$ cat src/rtl/hazard_ctrl_pkg.sv
// Shared encodings for the hazard controller and the pipeline registers that consume its
// flush/stall controls.
package hazard_ctrl_pkg;

    localparam logic ID_EX_FLUSH_ON  = 1'b1;
    localparam logic ID_EX_FLUSH_OFF = 1'b0;
    localparam logic IF_ID_FLUSH_ON  = 1'b1;
    localparam logic IF_ID_FLUSH_OFF = 1'b0;
    localparam logic DM_R_ON         = 1'b1;

    localparam int unsigned MdCntW = 6;

    typedef enum logic {
        HazRun    = 1'b0,
        HazMdBusy = 1'b1
    } haz_state_e;

    typedef struct packed {
        logic pc_write;
        logic if_id_write;
        logic if_id_flush;
        logic id_ex_flush;
    } haz_ctrl_t;

    // A load in EX whose destination feeds either ID source; $0 never creates a dependency.
    function automatic logic load_use_hit(input logic       dm_r,
                                          input logic [4:0] ex_rt,
                                          input logic [4:0] id_rs,
                                          input logic [4:0] id_rt);
        return (dm_r == DM_R_ON) && (ex_rt != 5'd0) && ((ex_rt == id_rs) || (ex_rt == id_rt));
    endfunction

endpackage

$ cat src/rtl/hazard_ctrl_md_busy_tracker.sv
// Occupancy tracker for the multi-cycle mult/div unit: HazRun/HazMdBusy FSM plus the
// 6-bit down-counter md_cnt.
module md_busy_tracker
    import hazard_ctrl_pkg::*;
#(
    parameter int unsigned MD_LATENCY = 32
) (
    input  logic clk_i,
    input  logic rst_ni,
    input  logic issue_i,
    output logic md_busy_o
);

    localparam logic [MdCntW-1:0] CntInit = MdCntW'(MD_LATENCY - 1);

    haz_state_e        state_q, state_d;
    logic [MdCntW-1:0] md_cnt_q, md_cnt_d;

    always_ff @(posedge clk_i or negedge rst_ni) begin
        if (!rst_ni) begin
            state_q  <= HazRun;
            md_cnt_q <= '0;
        end else begin
            state_q  <= state_d;
            md_cnt_q <= md_cnt_d;
        end
    end

    always_comb begin
        state_d  = state_q;
        md_cnt_d = md_cnt_q;
        unique case (state_q)
            HazRun: begin
                if (issue_i) begin
                    md_cnt_d = CntInit;
                    state_d  = HazMdBusy;
                end
            end
            HazMdBusy: begin
                if (md_cnt_q == '0) begin
                    state_d = HazRun;
                end else begin
                    md_cnt_d = md_cnt_q - 1'b1;
                end
            end
        endcase
    end

    always_comb begin
        md_busy_o = (state_q == HazMdBusy);
    end

endmodule

$ cat src/rtl/hazard_ctrl.sv
// Pipeline hazard controller: flush > load-use > md-stall priority driving the IF/ID and ID/EX
// register controls. Define HAZARD_PERF_EN to build the saturating stall_count perf counter.
module hazard_ctrl
    import hazard_ctrl_pkg::*;
#(
    parameter int unsigned MD_LATENCY = 32
) (
    input  logic        clk,
    input  logic        reset,
    input  logic [31:0] if_id_instruction,
    input  logic [31:0] id_ex_instruction,
    input  logic        id_ex_dm_r,
    input  logic        branch_taken,
    input  logic        md_start,
    input  logic        md_read,
    output logic        pc_write,
    output logic        if_id_write,
    output logic        if_id_flush,
    output logic        id_ex_flush,
    output logic        md_busy,
    output logic [15:0] stall_count
);

    logic [4:0] id_rs, id_rt, ex_rt;
    logic       load_use, md_stall, md_issue, md_busy_raw;
    haz_ctrl_t  ctrl;

    assign id_rs = if_id_instruction[25:21];
    assign id_rt = if_id_instruction[20:16];
    assign ex_rt = id_ex_instruction[20:16];

    logic unused_instr_bits;
    assign unused_instr_bits = ^{if_id_instruction[31:26], if_id_instruction[15:0],
                                 id_ex_instruction[31:21], id_ex_instruction[15:0]};

    assign load_use = load_use_hit(id_ex_dm_r, ex_rt, id_rs, id_rt);
    assign md_stall = md_busy_raw && (md_start || md_read);
    // A flushed or load-stalled mult/div stays in ID, so it must not start the unit yet.
    assign md_issue = md_start && !branch_taken && !load_use;

    md_busy_tracker #(
        .MD_LATENCY (MD_LATENCY)
    ) u_md_busy_tracker (
        .clk_i     (clk),
        .rst_ni    (reset),
        .issue_i   (md_issue),
        .md_busy_o (md_busy_raw)
    );

    always_comb begin
        ctrl = '{pc_write: 1'b1, if_id_write: 1'b1,
                 if_id_flush: IF_ID_FLUSH_OFF, id_ex_flush: ID_EX_FLUSH_OFF};
        if (!reset) begin
            ctrl = '{pc_write: 1'b0, if_id_write: 1'b0,
                     if_id_flush: IF_ID_FLUSH_ON, id_ex_flush: ID_EX_FLUSH_ON};
        end else if (branch_taken) begin
            ctrl.if_id_flush = IF_ID_FLUSH_ON;
            ctrl.id_ex_flush = ID_EX_FLUSH_ON;
        end else if (load_use || md_stall) begin
            ctrl.pc_write    = 1'b0;
            ctrl.if_id_write = 1'b0;
            ctrl.id_ex_flush = ID_EX_FLUSH_ON;
        end
    end

    assign pc_write    = ctrl.pc_write;
    assign if_id_write = ctrl.if_id_write;
    assign if_id_flush = ctrl.if_id_flush;
    assign id_ex_flush = ctrl.id_ex_flush;
    assign md_busy     = md_busy_raw && reset;

`ifdef HAZARD_PERF_EN
    logic [15:0] stall_count_q, stall_count_d;

    always_comb begin
        stall_count_d = stall_count_q;
        if (!ctrl.pc_write && (stall_count_q != 16'hFFFF)) begin
            stall_count_d = stall_count_q + 16'd1;
        end
    end

    always_ff @(posedge clk or negedge reset) begin
        if (!reset) begin
            stall_count_q <= '0;
        end else begin
            stall_count_q <= stall_count_d;
        end
    end

    assign stall_count = stall_count_q;
`else
    assign stall_count = '0;
`endif

endmodule

$ cat config.mk
export PLATFORM = sky130hd
export DESIGN_NAME = hazard_ctrl
export DESIGN_NICKNAME = d
export VERILOG_FILES = /design/src/rtl/hazard_ctrl_pkg.sv /design/src/rtl/hazard_ctrl_md_busy_tracker.sv /design/src/rtl/hazard_ctrl.sv
export SDC_FILE = /design/constraint.sdc
export NUM_CORES = 1
export LEC_CHECK = 0
export BUFFER_PORTS_ARGS = -buffer_cell sky130_fd_sc_hd__buf_4
export CORE_ASPECT_RATIO = 1.5
export CORE_MARGIN = 3
export CORE_UTILIZATION = 30
export CTS_CLUSTER_DIAMETER = 40
export DETAILED_ROUTE_END_ITERATION = 12
export PLACE_DENSITY = 0.79
export SETUP_SLACK_MARGIN = 0.4
export SLEW_MARGIN = 25
export SYNTH_ARGS = -nofsm -noshare
export SYNTH_HDL_FRONTEND = slang
export SYNTH_SLANG_ARGS = --single-unit
$ cat constraint.sdc
create_clock -name clk -period 2.1 [get_ports clk]
set_clock_uncertainty 0.05 [all_clocks]
set_input_delay 0.42 -clock clk [delete_from_list [all_inputs] [get_ports clk]]
set_output_delay 0.42 -clock clk [all_outputs]
set_load 0.02 [all_outputs]
# Yosys cells after proc, flatten, opt, wreduce, memory -nomap -nowiden
# Index checks and enable logic that the tools add are counted.
# totals
latch_bits,0
ramBits,0
mem_count,0
regBits,7
mem_bits_ro,0
output_inout_bits,21
# classes
reduce_logical,14
n_mul,0
n_bitwise,1
n_eq_ne,4
shifts,0
div_mod_pow,0
magnitude_cmp,0
muxes,12
add_sub_neg,1
# op_table
cell,count
6-bit 2-to-1 mux,2
6-bit case mux with 2 select lines,1
5-bit == test,2
1-bit logical AND,6
6-bit zero test,1
"6-bit by 1-bit subtractor with 6-bit output, second input constant",1
1-bit 2-to-1 mux,5
5-bit nonzero test,1
2-bit 2-to-1 mux,2
4-bit 2-to-1 mux,1
"2-bit != test, second input constant",2
1-bit logical OR,3
1-bit zero test,2
1-bit case mux with 2 select lines,1
2-bit AND reduction,1
1-bit NOT,1

# Logic depth before layout (Yosys ltp)
# Gate-level depths: netlist of run 1.
# depth
ltp_word,7
ltp_mapped,6
depth_no_buf,6

# Modules after synthesis
# A second synthesis of run 1 with hierarchy kept.
# hier_totals
hier_cells,88
area_unflattened_um2,733.2
# by_module_without_submodules
mod,instances,cells_each,area_each_um2,seq_area_each_um2
md_busy_tracker,1,42,414.1,175.2
hazard_ctrl,1,46,319.1,0.0

# Least setup slack after synthesis of run 1
# OpenSTA, ideal clock, no wires.
# synth_timing
path_type,input port to output port
from,input port id_ex_instruction[17]
to,output port pc_write
path_buffers,1
t_required_ns,1.630
setup_slack_ns,-0.093
arrival_time_ns,1.723
stages,5
path_cell_list,or4_1 o21a_1 a21boi_0 o21a_1 buf_4
# synth_via
elab_chain_cells,7
word_cells_on_any_way,10
classes_between,eq/ne (2); mux (3); reduce/logical (5)
# synth_lines
item,line,source
"start, declared",hazard_ctrl.sv:11,"input logic [31:0] id_ex_instruction,"
5-bit == test / 5-bit nonzero test (equally long branches),hazard_ctrl_pkg.sv:30,return (dm_r == DM_R_ON) && (ex_rt != 5'd0) && ((ex_rt == id_rs) || (ex_rt == id_rt));
1-bit logical OR / 1-bit logical AND (equally long branches),hazard_ctrl_pkg.sv:30,
1-bit logical AND (*),hazard_ctrl_pkg.sv:30,
1-bit logical OR (*),hazard_ctrl.sv:59,end else if (load_use || md_stall) begin
2-bit 2-to-1 mux (*),hazard_ctrl.sv:59,
2-bit 2-to-1 mux (*),hazard_ctrl.sv:56,end else if (branch_taken) begin
4-bit 2-to-1 mux (*),hazard_ctrl.sv:53,if (!reset) begin
"end, declared",hazard_ctrl.sv:16,"output logic pc_write,"
# Every way passes the cells marked *; elsewhere a longest branch is shown, timed or not.

# Worst setup path after layout of run 1
# layout_timing
from,input port id_ex_instruction[18]
to,output port pc_write
# The elaborated chain is that of the path after synthesis.

==> qor.yml, run 1 <==
status: "finished, violations left"
violations: "setup timing"
die_h_um: 63.80
drive_gt1_share_pct: 42.24
rsz0062_at_grt: "true"
via_count: 668
fin_util_pct: 48.13
clock_latency_ns: 0.25
p_seq_share_pct: 33.6
synth-edff-count: 0
clkSlewWorstSetupHoldPaths_ns: 0.05
cp.arrival_ns: 1.69
tns_ns: -0.1408
ys_warn_count: 0
grt_start_max_net_pins: 10
peakVddDrop_mv: 0.2224
htreeDepth: 1
post-place-ws_ns: -0.1032
viasPerCell: 4.841
wl_per_cell_um: 13.83
finalNetCount: 188
critical_path_class: "input port to output pin"
fp.dieW_um: 44.53
cts_buffers: 3
p_int_uw: 277.3
synth_area_um2: 668.1
pwr-share-clk_pct: 30.6
initial_core_util_pct: 32.17
synth_area_leaders: "dfrtp_1 26%, buf_4 19%, xnor2_1 14%"
numPortBuffers: 25
grt_pass1_wl_mm: 2.849
routed_wl_mm: 1.909
root_buffer: "clkbuf_4"
antenna_left: 0
setup_ws_ns: -0.06466
endpoint_kind: "output pin"
swShare_pct: 31.01
p_switching_uw: 124.7
critPathRequiredTime_ns: 1.63
hold_start: "u_md_busy_tracker.md_cnt_q[4]$_DFFE_PN0P_"
drc: 0
async_flop_share_pct: 100.0
min_path_type: "flop to flop"
worstRegToRegCells: 3
fin_crit_ns: 2.165
hold-path-cell-count: 1
synth_common_cells: "17 x buf_4, 11 x xnor2_1, 7 x dfrtp_1, 7 x nand2_1"
synth_cell_types: 26
grt_pass1_vias: 653
core_area_um2: 2077
reg2reg_from: "u_md_busy_tracker.md_cnt_q[2]$_DFFE_PN0P_"
synth_most_common_cell: "buf_4"
timing.rr.end: "u_md_busy_tracker.md_cnt_q[3]$_DFFE_PN0P_"
clock_path_buffers: 2
max_cap_violations: 0
first_iter_violations: 19
p_per_area_nw_per_um2: 402.2
pin_count: 91
yosysSeqAreaShare_pct: 26.22
yosysTopAreaCell: "dfrtp_1"
hpwlAfterDp_mm: 1.259
yosysTopAreaCellShare_pct: 26.22
start_kind: "input port"
syn_avg_cell_area_um2: 8.148
synth-seq-cells: 7
place.gp.congestion: 0.7794
total_leakage_power_nw: 0.4452
critPathMaxFanout: 3
ff2ff_setup_slack_ns: 0.53
synth-main-ff-cell: "dfrtp_1"
drtPass1Iterations: 4
drv_slew: 0
cts_tree: "done"
syn2layout_area_growth_pct: 49.63
antenna_cells: 0
min_to: "u_md_busy_tracker.md_cnt_q[4]$_DFFE_PN0P_"
grt_overflow: 0
track_usage_pct: 13.92
die_area_um2: 2841
fp-row-count: 20
setup_violations: 3
finalCritPeriodShare_pct: 103.1
postSynthCellCount: 82
pwr-share-comb_pct: 35.8
whs_ns: 0.4980
timing.fmax_mhz: 462.0
cts_sinks: 7
hold_viol: 0
antenna_found_initial: 0
-- worst max-delay path, cell delays in order --
cell	delay, ns
buf_6	0.09
or4_4	0.54
o21a_4	0.23
a21boi_2	0.14
o21a_2	0.15
buf_6	0.12
-- stage by stage --
stage / std cells / power, mW / cell area, um2
floorplan: 97 / 0.2247 / 729.5
global placement: 131 / 0.2551 / 847.1
detailed placement: 131 / 0.2572 / 847.1
CTS: 137 / 0.3941 / 939.7
global route: 138 / 0.4269 / 999.7
finish: 138 / 0.4020 / 999.7
-- layout by cell type (no fill, tap or decap), types with 3 or more instances in the layout --
cell and count:
inv_1 4, buf_6 7, conb_1 16, xnor2_1 9
clkbuf_4 3, nand2b_1 3, nor2_1 3, nand2_1 5
nand3_1 3, dfrtp_1 7, buf_4 25, nor3_1 4
-- metal layers --
layer  up-vias  part of all wire [%]  global-route usage [%]
met4         0                   2.9                   8.679
li1        313                     -                       -
met5         -                     0                       0
met1       308                    32                   11.13
met3         6                    11                   4.789
met2        41                    54                   26.26
-- worst max path at each step --
stage | depth (start not counted) | slack, ns | startpoint | to
after detailed placement | 6 | -0.10 | id_ex_instruction[17] | if_id_write
final | 6 | -0.06 | id_ex_instruction[18] | pc_write
after floorplan | 5 | 0.01 | id_ex_instruction[17] | pc_write
after global routing | 6 | -0.11 | id_ex_instruction[18] | if_id_write
after global placement | 6 | -0.08 | id_ex_instruction[17] | if_id_write
after CTS | 6 | -0.06 | id_ex_instruction[18] | pc_write
-- kinds of logic (layout without fill, tap and decap cells) --
logic type                 after synthesis  count (layout)  synth area share [%]
buffers and inverters                   22              41                 21.91
and+or+nand+nor                         25              25                 18.73
DFF                                      7               7                 26.22
xor gates and xnor gates                11              11                 14.42
adders and majority gates                1               1                 1.872
other                                    1              16                0.5613
AOI/OAI and AO/OA                       15              15                 16.29
-- sequential cells by signal, indices dropped and copies added (netlist names) --
name,cells
u_md_busy_tracker.md_busy_o,1
u_md_busy_tracker.md_cnt_q,6
-- power by group through the flow --
stage / Clock, mW / Combinational, mW / Sequential (mW)
after CTS: 0.130 / 0.129 / 0.135
after floorplan: 0 / 0.0874 / 0.137
after global routing: 0.139 / 0.153 / 0.135
final: 0.123 / 0.144 / 0.135
after global placement: 0 / 0.118 / 0.137
after detailed placement: 0 / 0.120 / 0.137
-- repair_timing --
action / 4_1_cts / 5_1_grt
hold buffers: 1 / 0
hold endpoints to repair: 7 / 0
setup endpoints to repair: 9 / 9
pin swaps: 7 / 6
buffers inserted: 1 / 1
resized for setup: 11 / 9
-- layout make-up --
| type | instances | area (um2) |
|---|---|---|
| timing repair buffer | 33 | 276.5 |
| multi-input combinational | 68 | 479.2 |
| tap | 22 | 27.53 |
| sequential | 7 | 175.2 |
| clock buffer | 4 | 26.28 |
| fill | 208 | 1077 |
| inverter | 4 | 15.01 |
(Power assumes the default switching activity.)
==> run 2, diff against run 1 <==
--- a/config.mk
+++ b/config.mk
@@ -8,10 +8,10 @@
 export BUFFER_PORTS_ARGS = -buffer_cell sky130_fd_sc_hd__buf_4
 export CORE_ASPECT_RATIO = 1.5
 export CORE_MARGIN = 3
-export CORE_UTILIZATION = 30
+export CORE_UTILIZATION = 33
 export CTS_CLUSTER_DIAMETER = 40
 export DETAILED_ROUTE_END_ITERATION = 12
-export PLACE_DENSITY = 0.79
+export PLACE_DENSITY = 0.85
 export SETUP_SLACK_MARGIN = 0.4
 export SLEW_MARGIN = 25
 export SYNTH_ARGS = -nofsm -noshare
==> constraint.sdc (replaced) <==
create_clock -name clk -period 2.6 [get_ports clk]
set_clock_uncertainty 0.05 [all_clocks]
set_input_delay 0.52 -clock clk [delete_from_list [all_inputs] [get_ports clk]]
set_output_delay 0.52 -clock clk [all_outputs]
set_load 0.02 [all_outputs]
==> run 2 against run 1 <==
Against the previous run: final cell count fell by 5.8%; wire length fell by 25%; sequential share of layout area rose by 2.7 points; the run now ends clean; register-to-register slack improved by 0.63 ns; non-clock buffer count fell by 7; critical path type unchanged; critical endpoint is now id_ex_flush.
==> qor.yml, run 2 (same netlist as run 1, synthesis figures left out) <==
critPathMaxFanout: 3  # unchanged
worstRegToRegCells: 4  # was 3
dr_wl_met3_um: 176  # was 210 um
antenna_left: 0  # unchanged
cts_buffers: 3  # unchanged
syn2layout_area_growth_pct: 29.40  # was 49.63%
wl_per_cell_um: 11.06  # was 13.83 um
grt_overflow: 0  # unchanged
grt_start_max_net_pins: 12  # was 10
timing.fmax_mhz: 433.5
rsz0062_at_grt: "true"  # unchanged
tns_ns: 0  # was -0.1408 ns
largest_register_ff_count: 6  # unchanged
top_layer_used: "met4"  # unchanged
cts_tree: "done"  # unchanged
final_cell_area_um2: 864.6  # was 999.7 um2
clock_latency_ns: 0.25  # about the same
p_per_area_nw_per_um2: 348.7  # was 402.2 nW/um2
drt-met1-wl_um: 548  # was 614 um
cp.arrival_ns: 1.74  # was 1.69 ns
viasPerCell: 4.823  # was 4.841
drc: 0  # unchanged
hold_viol: 0  # unchanged
drtPass1Iterations: 4  # unchanged
root_buffer: "clkbuf_4"  # unchanged
htreeDepth: 1  # unchanged
die_area_um2: 2612  # was 2841 um2
layout_common_cells: "21 x buf_4, 16 x conb_1, 11 x xnor2_1, 7 x nand2_1, 7 x dfrtp_1"  # was 25 x buf_4, 16 x conb_1, 9 x xnor2_1, 7 x buf_6, 7 x dfrtp_1
cts_hold_buf: 0  # was 1
largest-register: "u_md_busy_tracker.md_cnt_q"  # unchanged
antenna_cells: 0  # unchanged
drv_slew: 0  # unchanged
pin_count: 91  # unchanged
initial_core_util_pct: 35.58  # was 32.17%
numPortBuffers: 25  # unchanged
grt_pass1_wl_mm: 2.194  # was 2.849 mm
wl_met2_um: 696  # was 1.028 mm
crit_chain: "buf_8, or4_1, o21a_1, a21oi_1, nand3_1, buf_6"  # was buf_6, or4_4, o21a_4, a21boi_2, o21a_2, buf_6
endpoint_kind: "output pin"  # unchanged
mostFrequentLayoutCell: "buf_4"  # unchanged
setup_violations: 0  # was 3
clock_path_buffers: 2  # unchanged
core_area_um2: 1878  # was 2077 um2
fin_crit_ns: 2.307
fp.dieW_um: 42.74  # was 44.53 um
start_kind: "input port"  # unchanged
track_usage_pct: 10.81  # was 13.92%
fp-row-count: 19  # was 20
drive_gt1_share_pct: 28.44  # was 42.24%
worst-path-buf-inv: 2  # unchanged
max_cap_violations: 0  # unchanged
place.gp.congestion: 0.8208  # was 0.7794
finalNetCount: 181  # was 188
finalCritPeriodShare_pct: 88.73
total_leakage_power_nw: 0.3903  # was 0.4452 nW
whs_ns: 0.04002  # was 0.4980 ns
status: "completed"  # was finished, violations left
antenna_found_initial: 0  # unchanged
hpwlAfterDp_mm: 1.164  # was 1.259 mm
die_h_um: 61.11  # was 63.80 um
crit_family: "simple AND/OR/NAND/NOR gates"  # unchanged
min_path_type: "input port to async pin"  # was flop to flop
first_iter_violations: 25  # was 19
routed_wl_mm: 1.438  # was 1.909 mm
critPathRequiredTime_ns: 2.03  # was 1.63 ns
cp.depth: 6  # unchanged
critical_path_class: "input port to output pin"  # unchanged
cp_slowest_cell: "or4_1"  # was or4_4
peakVddDrop_mv: 0.2277  # was 0.2224 mV
cts_sinks: 7  # unchanged
dpl_cell_area_um2: 808.3  # was 847.1 um2
fill_cells: 174  # was 208
via_count: 627  # was 668
clkSlewWorstSetupHoldPaths_ns: 0.05  # about the same
slowest_delay_ns: 0.50  # was 0.54 ns
grt_pass1_vias: 557  # was 653
## run 2: per-layer routing
layer / vias to the layer above / GRT usage [%]
li1: 301 / -
met1: 280 / 11.90
met2: 43 / 19.31
met3: 3 / 2.632
met4: 0 / 5.333
met5: - / 0
## run 2: worst paths after layout
path | startpoint | to | slack (ns)
min in group clk | u_md_busy_tracker.md_cnt_q[4]$_DFFE_PN0P_ | u_md_busy_tracker.md_cnt_q[4]$_DFFE_PN0P_ | 0.49
worst min register to register | u_md_busy_tracker.md_cnt_q[4]$_DFFE_PN0P_ | u_md_busy_tracker.md_cnt_q[4]$_DFFE_PN0P_ | 0.49
worst min-delay path | reset | u_md_busy_tracker.md_cnt_q[0]$_DFFE_PN0P_ | 0.04
max in group asynchronous | reset | u_md_busy_tracker.md_cnt_q[5]$_DFFE_PN0P_ | 2.32
worst max register to register | u_md_busy_tracker.md_cnt_q[2]$_DFFE_PN0P_ | u_md_busy_tracker.md_cnt_q[5]$_DFFE_PN0P_ | 1.16
worst max-delay path | id_ex_instruction[20] | id_ex_flush | 0.29
## run 2: repair_timing
| action | in CTS | in global routing |
|---|---|---|
| endpoints found under the setup margin | 3 | 3 |
| setup buffers | 1 | 0 |
| resized for setup | 5 | 1 |
| pin swaps | 5 | 1 |
## run 2: power breakdown
part	leakage, nW	internal (mW)	switching (mW)
logic	0.297	0.0445	0.0512
registers	0.0781	0.109	0
clock network	0.0150	0.0584	0.0382
total	0.390	0.212	0.0894
## run 2: layout make-up
class | instances | area [um2] | area share [%]
Inverter | 4 | 15.01 | 1.737
Multi-Input combinational cell | 68 | 404.1 | 46.74
Clock buffer | 4 | 26.28 | 3.039
Sequential cell | 7 | 175.2 | 20.26
Timing Repair Buffer | 26 | 217.7 | 25.18
Tap cell | 21 | 26.28 | 3.039
## run 2: through the flow
step / power [mW] / std cells / utilization (%) / setup WS (ns)
after global placement: 0.1995 / 125 / 43.04 / 0.2196
after CTS: 0.3039 / 130 / 45.84 / 0.2667
after global routing: 0.3180 / 130 / 46.04 / 0.2117
after detailed placement: 0.2011 / 125 / 43.04 / 0.2107
after floorplan: 0.1815 / 97 / - / 0.3131
final: 0.3014 / 130 / 46.04 / 0.2930
